==> src/rtl/aexm_stall_ctrl.sv <==
// AEXM pipeline stall controller.
// Sequences CPU, icache and dcache enables around data-memory operations,
// bounds the number of dcache commands in flight, and keeps a saturating
// count of stalled cycles.
module aexm_stall_ctrl #(
   parameter int unsigned MAX_OUTST      = 2,
   parameter int unsigned POSTED_STORES  = 1,
   parameter int unsigned STARTUP_CYCLES = 1,
   parameter int unsigned PERF_W         = 16
) (
   input  logic                             CLK,
   input  logic                             grst,
   input  logic                             icache_busy,
   input  logic                             dcache_busy,
   input  logic                             dSTRLOD,
   input  logic                             dLOD,
   input  logic                             dSKIP,
   input  logic                             fSTALL,
   input  logic                             dcache_ack,
   input  logic                             perf_clr,
   output logic                             cpu_mode_memop,
   output logic                             cpu_enable,
   output logic                             icache_enable,
   output logic                             dcache_enable,
   output logic [$clog2(MAX_OUTST+1)-1:0]   outstanding,
   output logic [PERF_W-1:0]                stall_cycles,
   output logic                             ack_underflow
);

   localparam int unsigned      OUT_W       = $clog2(MAX_OUTST + 1);
   localparam logic [OUT_W-1:0] OUT_MAX     = OUT_W'(MAX_OUTST);
   localparam logic [7:0]       START_LAST  = 8'(STARTUP_CYCLES - 1);
   localparam logic             STORE_DRAIN = (POSTED_STORES == 0);

   typedef enum logic [1:0] {
      RUN   = 2'd0,
      ISSUE = 2'd1,
      WAIT  = 2'd2
   } state_e;

   state_e             state_q;
   logic               memop_q;
   logic               just_issued_q;
   logic               xlod_q;
   logic               xstrlod_q;
   logic               starter_q;
   logic               start_done_q;
   logic [7:0]         start_cnt_q;
   logic [OUT_W-1:0]   outst_q,     outst_d;
   logic [PERF_W-1:0]  stall_q,     stall_d;
   logic               underflow_q, underflow_d;

   logic in_run;
   logic cpu_en;
   logic enter;
   logic issue_ok;
   logic den;
   logic need_drain;
   logic exit_ok;
   logic ien;

   // Pipeline enables and FSM transition conditions; all enables forced low in reset
   always_comb begin
      in_run     = (state_q == RUN);
      cpu_en     = grst & (starter_q | (in_run & ~icache_busy));
      enter      = in_run & cpu_en & (dSTRLOD | fSTALL) & ~dSKIP;
      // loads wait for every earlier command to finish; stores only need a free slot
      issue_ok   = xlod_q ? (outst_q == '0) : (outst_q < OUT_MAX);
      den        = grst & (state_q == ISSUE) & ~dcache_busy & ~just_issued_q & issue_ok;
      need_drain = xlod_q | (xstrlod_q & STORE_DRAIN);
      exit_ok    = (state_q == WAIT) & ~icache_busy & ~dcache_busy & ~just_issued_q
                   & (~need_drain | (outst_q == '0));
      ien        = grst & (starter_q | (in_run ? (cpu_en & ~enter) : exit_ok));
   end

   // Next values for the in-flight counter, underflow flag and stall counter
   always_comb begin
      outst_d     = outst_q;
      underflow_d = underflow_q;
      stall_d     = stall_q;
      if (den && !dcache_ack) begin
         outst_d = outst_q + OUT_W'(1);
      end else if (dcache_ack && !den) begin
         if (outst_q == '0) begin
            underflow_d = 1'b1;
         end else begin
            outst_d = outst_q - OUT_W'(1);
         end
      end
      if (perf_clr) begin
         stall_d = '0;
      end else if (!cpu_en && start_done_q && (stall_q != '1)) begin
         stall_d = stall_q + PERF_W'(1);
      end
   end

   // Memop FSM with registered normal-mode flag
   always_ff @(posedge CLK) begin
      if (!grst) begin
         state_q <= RUN;
         memop_q <= 1'b1;
      end else begin
         case (state_q)
            RUN: begin
               if (enter) begin
                  state_q <= dSTRLOD ? ISSUE : WAIT;
                  memop_q <= 1'b0;
               end
            end
            ISSUE: begin
               if (den) begin
                  state_q <= WAIT;
               end
            end
            WAIT: begin
               if (exit_ok) begin
                  state_q <= RUN;
                  memop_q <= 1'b1;
               end
            end
            default: begin
               state_q <= RUN;
               memop_q <= 1'b1;
            end
         endcase
      end
   end

   // Execute-stage op type capture, issue history, counters and sticky error
   always_ff @(posedge CLK) begin
      if (!grst) begin
         just_issued_q <= 1'b0;
         xlod_q        <= 1'b0;
         xstrlod_q     <= 1'b0;
         outst_q       <= '0;
         stall_q       <= '0;
         underflow_q   <= 1'b0;
      end else begin
         just_issued_q <= den;
         if (cpu_en) begin
            xlod_q    <= dLOD;
            xstrlod_q <= dSTRLOD;
         end
         outst_q     <= outst_d;
         stall_q     <= stall_d;
         underflow_q <= underflow_d;
      end
   end

   // Post-reset starter pulse, STARTUP_CYCLES long, fired once per reset release
   always_ff @(posedge CLK) begin
      if (!grst) begin
         starter_q    <= 1'b0;
         start_cnt_q  <= '0;
         start_done_q <= 1'b0;
      end else if (starter_q) begin
         if (start_cnt_q == '0) begin
            starter_q    <= 1'b0;
            start_done_q <= 1'b1;
         end else begin
            start_cnt_q <= start_cnt_q - 8'd1;
         end
      end else if (!start_done_q) begin
         starter_q   <= 1'b1;
         start_cnt_q <= START_LAST;
      end
   end

   assign cpu_mode_memop = memop_q;
   assign cpu_enable     = cpu_en;
   assign icache_enable  = ien;
   assign dcache_enable  = den;
   assign outstanding    = outst_q;
   assign stall_cycles   = stall_q;
   assign ack_underflow  = underflow_q;

endmodule

==> config.mk <==
export PLATFORM = sky130hd
export DESIGN_NAME = aexm_stall_ctrl
export DESIGN_NICKNAME = d
export VERILOG_FILES = /design/src/rtl/aexm_stall_ctrl.sv
export SDC_FILE = /design/constraint.sdc
export NUM_CORES = 1
export LEC_CHECK = 0
export ABC_AREA = 1
export BUFFER_PORTS_ARGS = -buffer_cell sky130_fd_sc_hd__buf_4
export CAP_MARGIN = 5
export CORE_ASPECT_RATIO = 0.9
export CORE_MARGIN = 5
export CORE_UTILIZATION = 35
export CTS_CLUSTER_SIZE = 14
export DETAILED_ROUTE_END_ITERATION = 6
export GPL_TIMING_DRIVEN = 0
export PLACE_DENSITY = 0.61
export RECOVER_POWER = 100
export SLEW_MARGIN = 30
export SYNTH_ARGS = -nofsm -noshare
export SYNTH_HDL_FRONTEND = slang
export SYNTH_SLANG_ARGS = --single-unit
==> constraint.sdc <==
create_clock -name CLK -period 2.4 [get_ports CLK]
set_input_delay 0.36 -clock CLK [delete_from_list [all_inputs] [get_ports CLK]]
set_output_delay 0.36 -clock CLK [all_outputs]
set_load 0.1 [all_outputs]
**Word level (Yosys, flattened, before mapping)**

Index checks and enable logic that the tools add are counted.

- Add/subtract/negate cells: 4
- Magnitude comparators: 1
- Equality and inequality tests: 9
- Mux-type cells: 19
- Bitwise operators: 28
- Reduce and logical (&&, ||, !) cells: 18

Operator list:

| cell | number |
|---|---|
| two-way mux 8 bit | 3 |
| adder 16 x 1 -> 16 bit, second input constant | 1 |
| != test 16 bit, second input constant | 1 |
| bitwise AND 1 bit | 15 |
| two-way mux 2 bit | 7 |
| inverter 1 bit | 9 |
| AND reduction 3 bit | 3 |
| zero test 8 bit | 1 |
| != test 2 bit, second input constant | 4 |
| subtractor 8 x 1 -> 8 bit, second input constant | 1 |
| two-way mux 1 bit | 7 |
| case mux 2 bit (3 select lines) | 1 |
| AND reduction 2 bit | 3 |
| logical AND 1 bit | 4 |
| zero test 2 bit | 2 |
| != test 2 x 1 -> 1 bit, second input constant | 2 |
| bitwise OR 1 bit | 4 |
| zero test 1 bit | 3 |
| case mux 1 bit (3 select lines) | 1 |
| adder 2 x 1 -> 2 bit, second input constant | 1 |
| equality test 2 x 1 -> 1 bit, second input constant | 1 |
| equality test 2 bit, second input constant | 1 |
| less-than comparator 2 bit, second input constant | 1 |
| nonzero test 2 bit | 1 |
| 2 further kinds | 2 |

- Register bits after elaboration: 34
- Bits of input ports: 10
- Output and inout bits: 23
- Word-level logic and storage cells: 89

**Logic depth before layout (Yosys ltp)**

- Depth in word-level cells: 12
- Depth in mapped cells: 9
- Mapped depth without buffers: 9

**Least setup slack after synthesis**

Ideal clock, no wire load.

- Path kind: reg-to-reg
- Start point: reg outst_q[0] (netlist: outstanding[0])
- End point: reg outst_q[1] (netlist: outstanding[1])
- Setup time: 0.095 ns
- Data arrival time: 3.478 ns
- Data required time: 2.305 ns
- Slack: -1.173 ns
- Cell stages (with the launch flop): 9
- Buffers on the path: 0
- Period minus slack after synthesis: 3.573 ns
- Path through: dfxtp_1 -> o21ai_0 -> nand2_1 -> nor2_1 -> ha_1 -> inv_1 -> nand2_1 -> xor2_1 -> a221oi_1

- Cells in the longest elaborated chain, start to end: 7
- Elaborated cells on any way between the ends: 15
- Those cells by class: add/sub (2); order compare (1); eq/ne (1); mux (4); bitwise (1); reduce/logical (6)

Ends and longest elaborated chain:

| what | line | text |
|---|---|---|
| start, declared | 49 | `logic [OUT_W-1:0] outst_q, outst_d;` |
| start signal, assigned | 144 | `outst_q <= outst_d;` |
| less-than comparator 2 bit or zero test 2 bit (tied branches) | 68 | `issue_ok = xlod_q ? (outst_q == '0) : (outst_q < OUT_MAX);` |
| two-way mux 1 bit * | 68 |  |
| bitwise AND 1 bit * | 69 | `den = grst & (state_q == ISSUE) & ~dcache_busy & ~just_issued_q & issue_ok;` |
| named net dcache_enable | 24 | `output logic dcache_enable,` |
| zero test 1 bit | 83 | `end else if (dcache_ack && !den) begin` |
| logical AND 1 bit | 83 |  |
| nonzero test 2 bit (no source line) | n/a |  |
| AND reduction 2 bit (no source line) | n/a |  |

The timed path passes the listed nets; every way through them passes the cells marked *. The select of a mux whose other input is x is not followed.
A chain may end at the register's enable or synchronous reset.

**Final worst setup path**

- Start point: reg state_q[1]
- End point: out cpu_enable

- Cells in the longest elaborated chain, start to end: 4

Ends and longest elaborated chain:

| what | line | text |
|---|---|---|
| start, declared | 41 | `state_e state_q;` |
| start signal, assigned | 106 | `state_q <= dSTRLOD ? ISSUE : WAIT;` |
| zero test 2 bit | 64 | `in_run = (state_q == RUN);` |
| bitwise AND 1 bit | 65 | `cpu_en = grst & (starter_q \| (in_run & ~icache_busy));` |
| bitwise OR 1 bit | 65 |  |
| bitwise AND 1 bit | 65 |  |
| end, declared | 22 | `output logic cpu_enable,` |

Every way passes these cells.

==> impl_metrics.ini <==
[synth]
ffs_w_async_s_r_synth_pct = 0
postSynth.topFlopCell = sky130_fd_sc_hd__dfxtp_1
yosysWarnings = 0
synth_largest_area_cell = sky130_fd_sc_hd__dfxtp_1
synthesized_instance_count = 312
ys_seq_area_share_pct = 33.71
synth_largest_type_area_fraction_pct = 33.71
synth_enable_flop_cells = 0
number_of_library_cell_types_mapped_by_synthesis = 29
synth.net_count = 326
synthesis.area_um2 = 2019
synth-seq-cells = 34
synth_area_leaders = sky130_fd_sc_hd__dfxtp_1 (34%), sky130_fd_sc_hd__nand2_1 (16%), sky130_fd_sc_hd__nor2_1 (8.7%)
synthesis.area_per_instance_um2 = 6.473

[pwr]
power.share.clock_pct = 19.8
power.internal_mw = 1.192
leakage_power_of_the_design_nw = 0.9699
comb_power_share_pct = 46.1
power.density_cell_area_nw_per_um2 = 929.7
netSwitchingPower_uw = 969.0
worst_ir_drop_vdd_uv = 359.5
share_seq_of_total_power_pct = 34.1
power.share.switching_pct = 44.84

[clock_network]
clk_transition_reported_paths_ps = 70
cts_made_buffers = 5
htreeDepth = 2
postcts_resize_cnt = 0
clock_tree.buffer_depth = 2
cts_setup_buffers = 0
clock-root-buffer = sky130_fd_sc_hd__clkbuf_8
cts_tree = built
cts_hold_buf = 0
worst_skew_pair.late_latency_ps = 280
clock_sink_count = 34

[cells_and_area]
num_antenna_cells = 0
fin_nets = 365
layout.core_utilization_pct = 41.31
layout.cells.most_common = sky130_fd_sc_hd__nand2_1
area_growth_from_synthesis_to_final_layout_pct = 15.12
proportion_of_layout_cells_with_a_drive_suffix_above_1_pct = 10.26
most-common-layout-cells = sky130_fd_sc_hd__nand2_1 (86), sky130_fd_sc_hd__nor2_1 (49), sky130_fd_sc_hd__inv_1 (33), sky130_fd_sc_hd__dfxtp_1 (33), sky130_fd_sc_hd__a21oi_1 (25)

[run]
max_cap_violations = 0

[timing]
worst_hold_slack_ps = 340.3
hold_violations = 0
min_period_over_period_pct = 85.33
max_freq_mhz = 488.3
finalMaxSlewViolations = 0
timing_worst_slew_pin_value_ps = 1188
fin_setup_tns_ps = 0
relSlewSlack_pct = 21.13
period_needed_ps = 2048
setup-violations-final = 0
worst_clock_skew_ps = 3.876
rsz_0062_raised_after_global_routing = no

[global_route]
grt_first_pass_wirelength_mm = 7.886
grtUsageTotal_pct = 13.00
globalRoute.totalOverflow = 0
maximum_number_of_pins_on_one_net_before_global_route_repair = 11
antenna_violations_before_repair = 0
first_global_vias = 1714

[routing]
drtPass1Iterations = 5
number_of_nets_with_antenna_violations_after_routing = 0
viasPerCell = 4.881
remaining_drc_errors = 0
sum_of_routed_wire_length_over_all_layers_mm = 4.793
dr.first_iter.drc_count = 125
detail_route.wl_per_cell_um = 11.38
detailroute.via_count = 2055

[die]
initial_core_util_pct = 35.88
core_area_um2 = 5628
die_height_um = 82.06
ios = 33
die_width_um = 90.07
num_rows = 26
fp.dieArea_um2 = 7391

[placed_design]
globalplace.congestion = 0.8338
portBuffers = 32
dp_hpwl_mm = 3.624

[min_path]
hold-path-cell-count = 3
hold_start = dLOD
hold_path_endpoint = need_drain
hold_path_class = in2reg

[critical_path]
capture_point_of_the_worst_reg_to_reg_path = stall_cycles[13]
setup.worst_path.end_class = primary output
reg2reg_depth = 9
criticalPathCategory = reg2out
timing.critical_path.fanout_max = 5
rr_startpoint = stall_cycles[0]
timing.critical_path.required_ps = 2040
critPathLaunchType = register
worst-r2r-setup-slack_ps = 380
worstPathArrival_ps = 1690

[run_status]
outcome = complete, no violations
==> cell usage after synthesis, drive strengths merged (3+ instances only) <==
cell type	instances
nand2	91
ha	4
nor2	54
dfxtp	34
o21ai	19
buf	3
inv	36
xor2	5
a21oi	25
nand3	23
nor3	4
nand4	5
==> registers in the layout, summed over array words and instances, names as in the netlist <==
name and cells:
cpu_mode_memop 1, just_issued_q 1, outstanding 2, need_drain 1, ack_underflow 1, stall_cycles 16, starter_q 1, state_q 2
start_done_q 1, start_cnt_q 8
==> metal layers <==
layer / track usage, % / up-vias / part of all wire (%)
met3: 3.114 / 6 / 4.2
met4: 4.911 / 0 / 1.5
li1: - / 1083 / -
met2: 20.54 / 38 / 44
met1: 17.28 / 928 / 50
met5: 0 / - / 0
==> final cells by class <==
class                   instances  area (um2)
plain buffers                   5       38.79
clock buffers                   7       86.33
well taps                      70       87.58
inverters                      36       135.1
flip-flops and latches         34       684.4
fillers                       633        3303
repair buffers                 32       160.2
multi-input cells             237        1132
==> worst max path at each step <==
stage          slack, ps           start        endpoint  cells past startpoint
6_report             350      state_q[1]      cpu_enable                      6
5_1_grt              200      state_q[1]      cpu_enable                      6
4_1_cts              530  outstanding[0]   icache_enable                      6
3_5_place_dp         590     dcache_busy  outstanding[1]                      9
3_3_place_gp         600     dcache_busy  outstanding[1]                      9
2_1_floorplan        0.8  outstanding[1]  outstanding[1]                      8
==> cell families after synthesis <==
group / after synthesis / synth area share (%)
flip-flops: 34 / 33.70
adder cells (fa/ha/maj): 4 / 2.478
buffers and inverters: 41 / 8.612
AND/OR/NAND/NOR: 179 / 39.96
AO/OA/AOI/OAI: 47 / 12.21
XOR/XNOR: 7 / 3.036
==> stage by stage <==
stage / instance area [um2] / instances / power, mW / setup slack (ps)
2_1_floorplan: 2032 / 312 / 1.572 / 0.8131
3_3_place_gp: 2360 / 414 / 1.772 / 603.2
3_5_place_dp: 2360 / 414 / 1.784 / 591.3
4_1_cts: 2446 / 421 / 2.224 / 533.0
5_1_grt: 2325 / 421 / 2.350 / 201.7
6_report: 2325 / 421 / 2.161 / 352.0
==> worst max-delay path, stage by stage (launching register included) <==
cell	delay [ps]
sky130_fd_sc_hd__dfxtp_1	350
sky130_fd_sc_hd__nor2_1	240
sky130_fd_sc_hd__nand2_2	60
sky130_fd_sc_hd__nand2_1	80
sky130_fd_sc_hd__nand2_1	120
sky130_fd_sc_hd__inv_1	100
sky130_fd_sc_hd__clkbuf_2	450
==> power by group through the flow <==
stage,clock network (mW),registers (mW),logic [mW]
after floorplan,0,0.791,0.781
after global placement,0,0.749,1.02
after detailed placement,0,0.750,1.03
after CTS,0.449,0.738,1.04
after global routing,0.472,0.751,1.13
final,0.429,0.737,0.996
No activity file was read; power rests on OpenSTA's default activity.
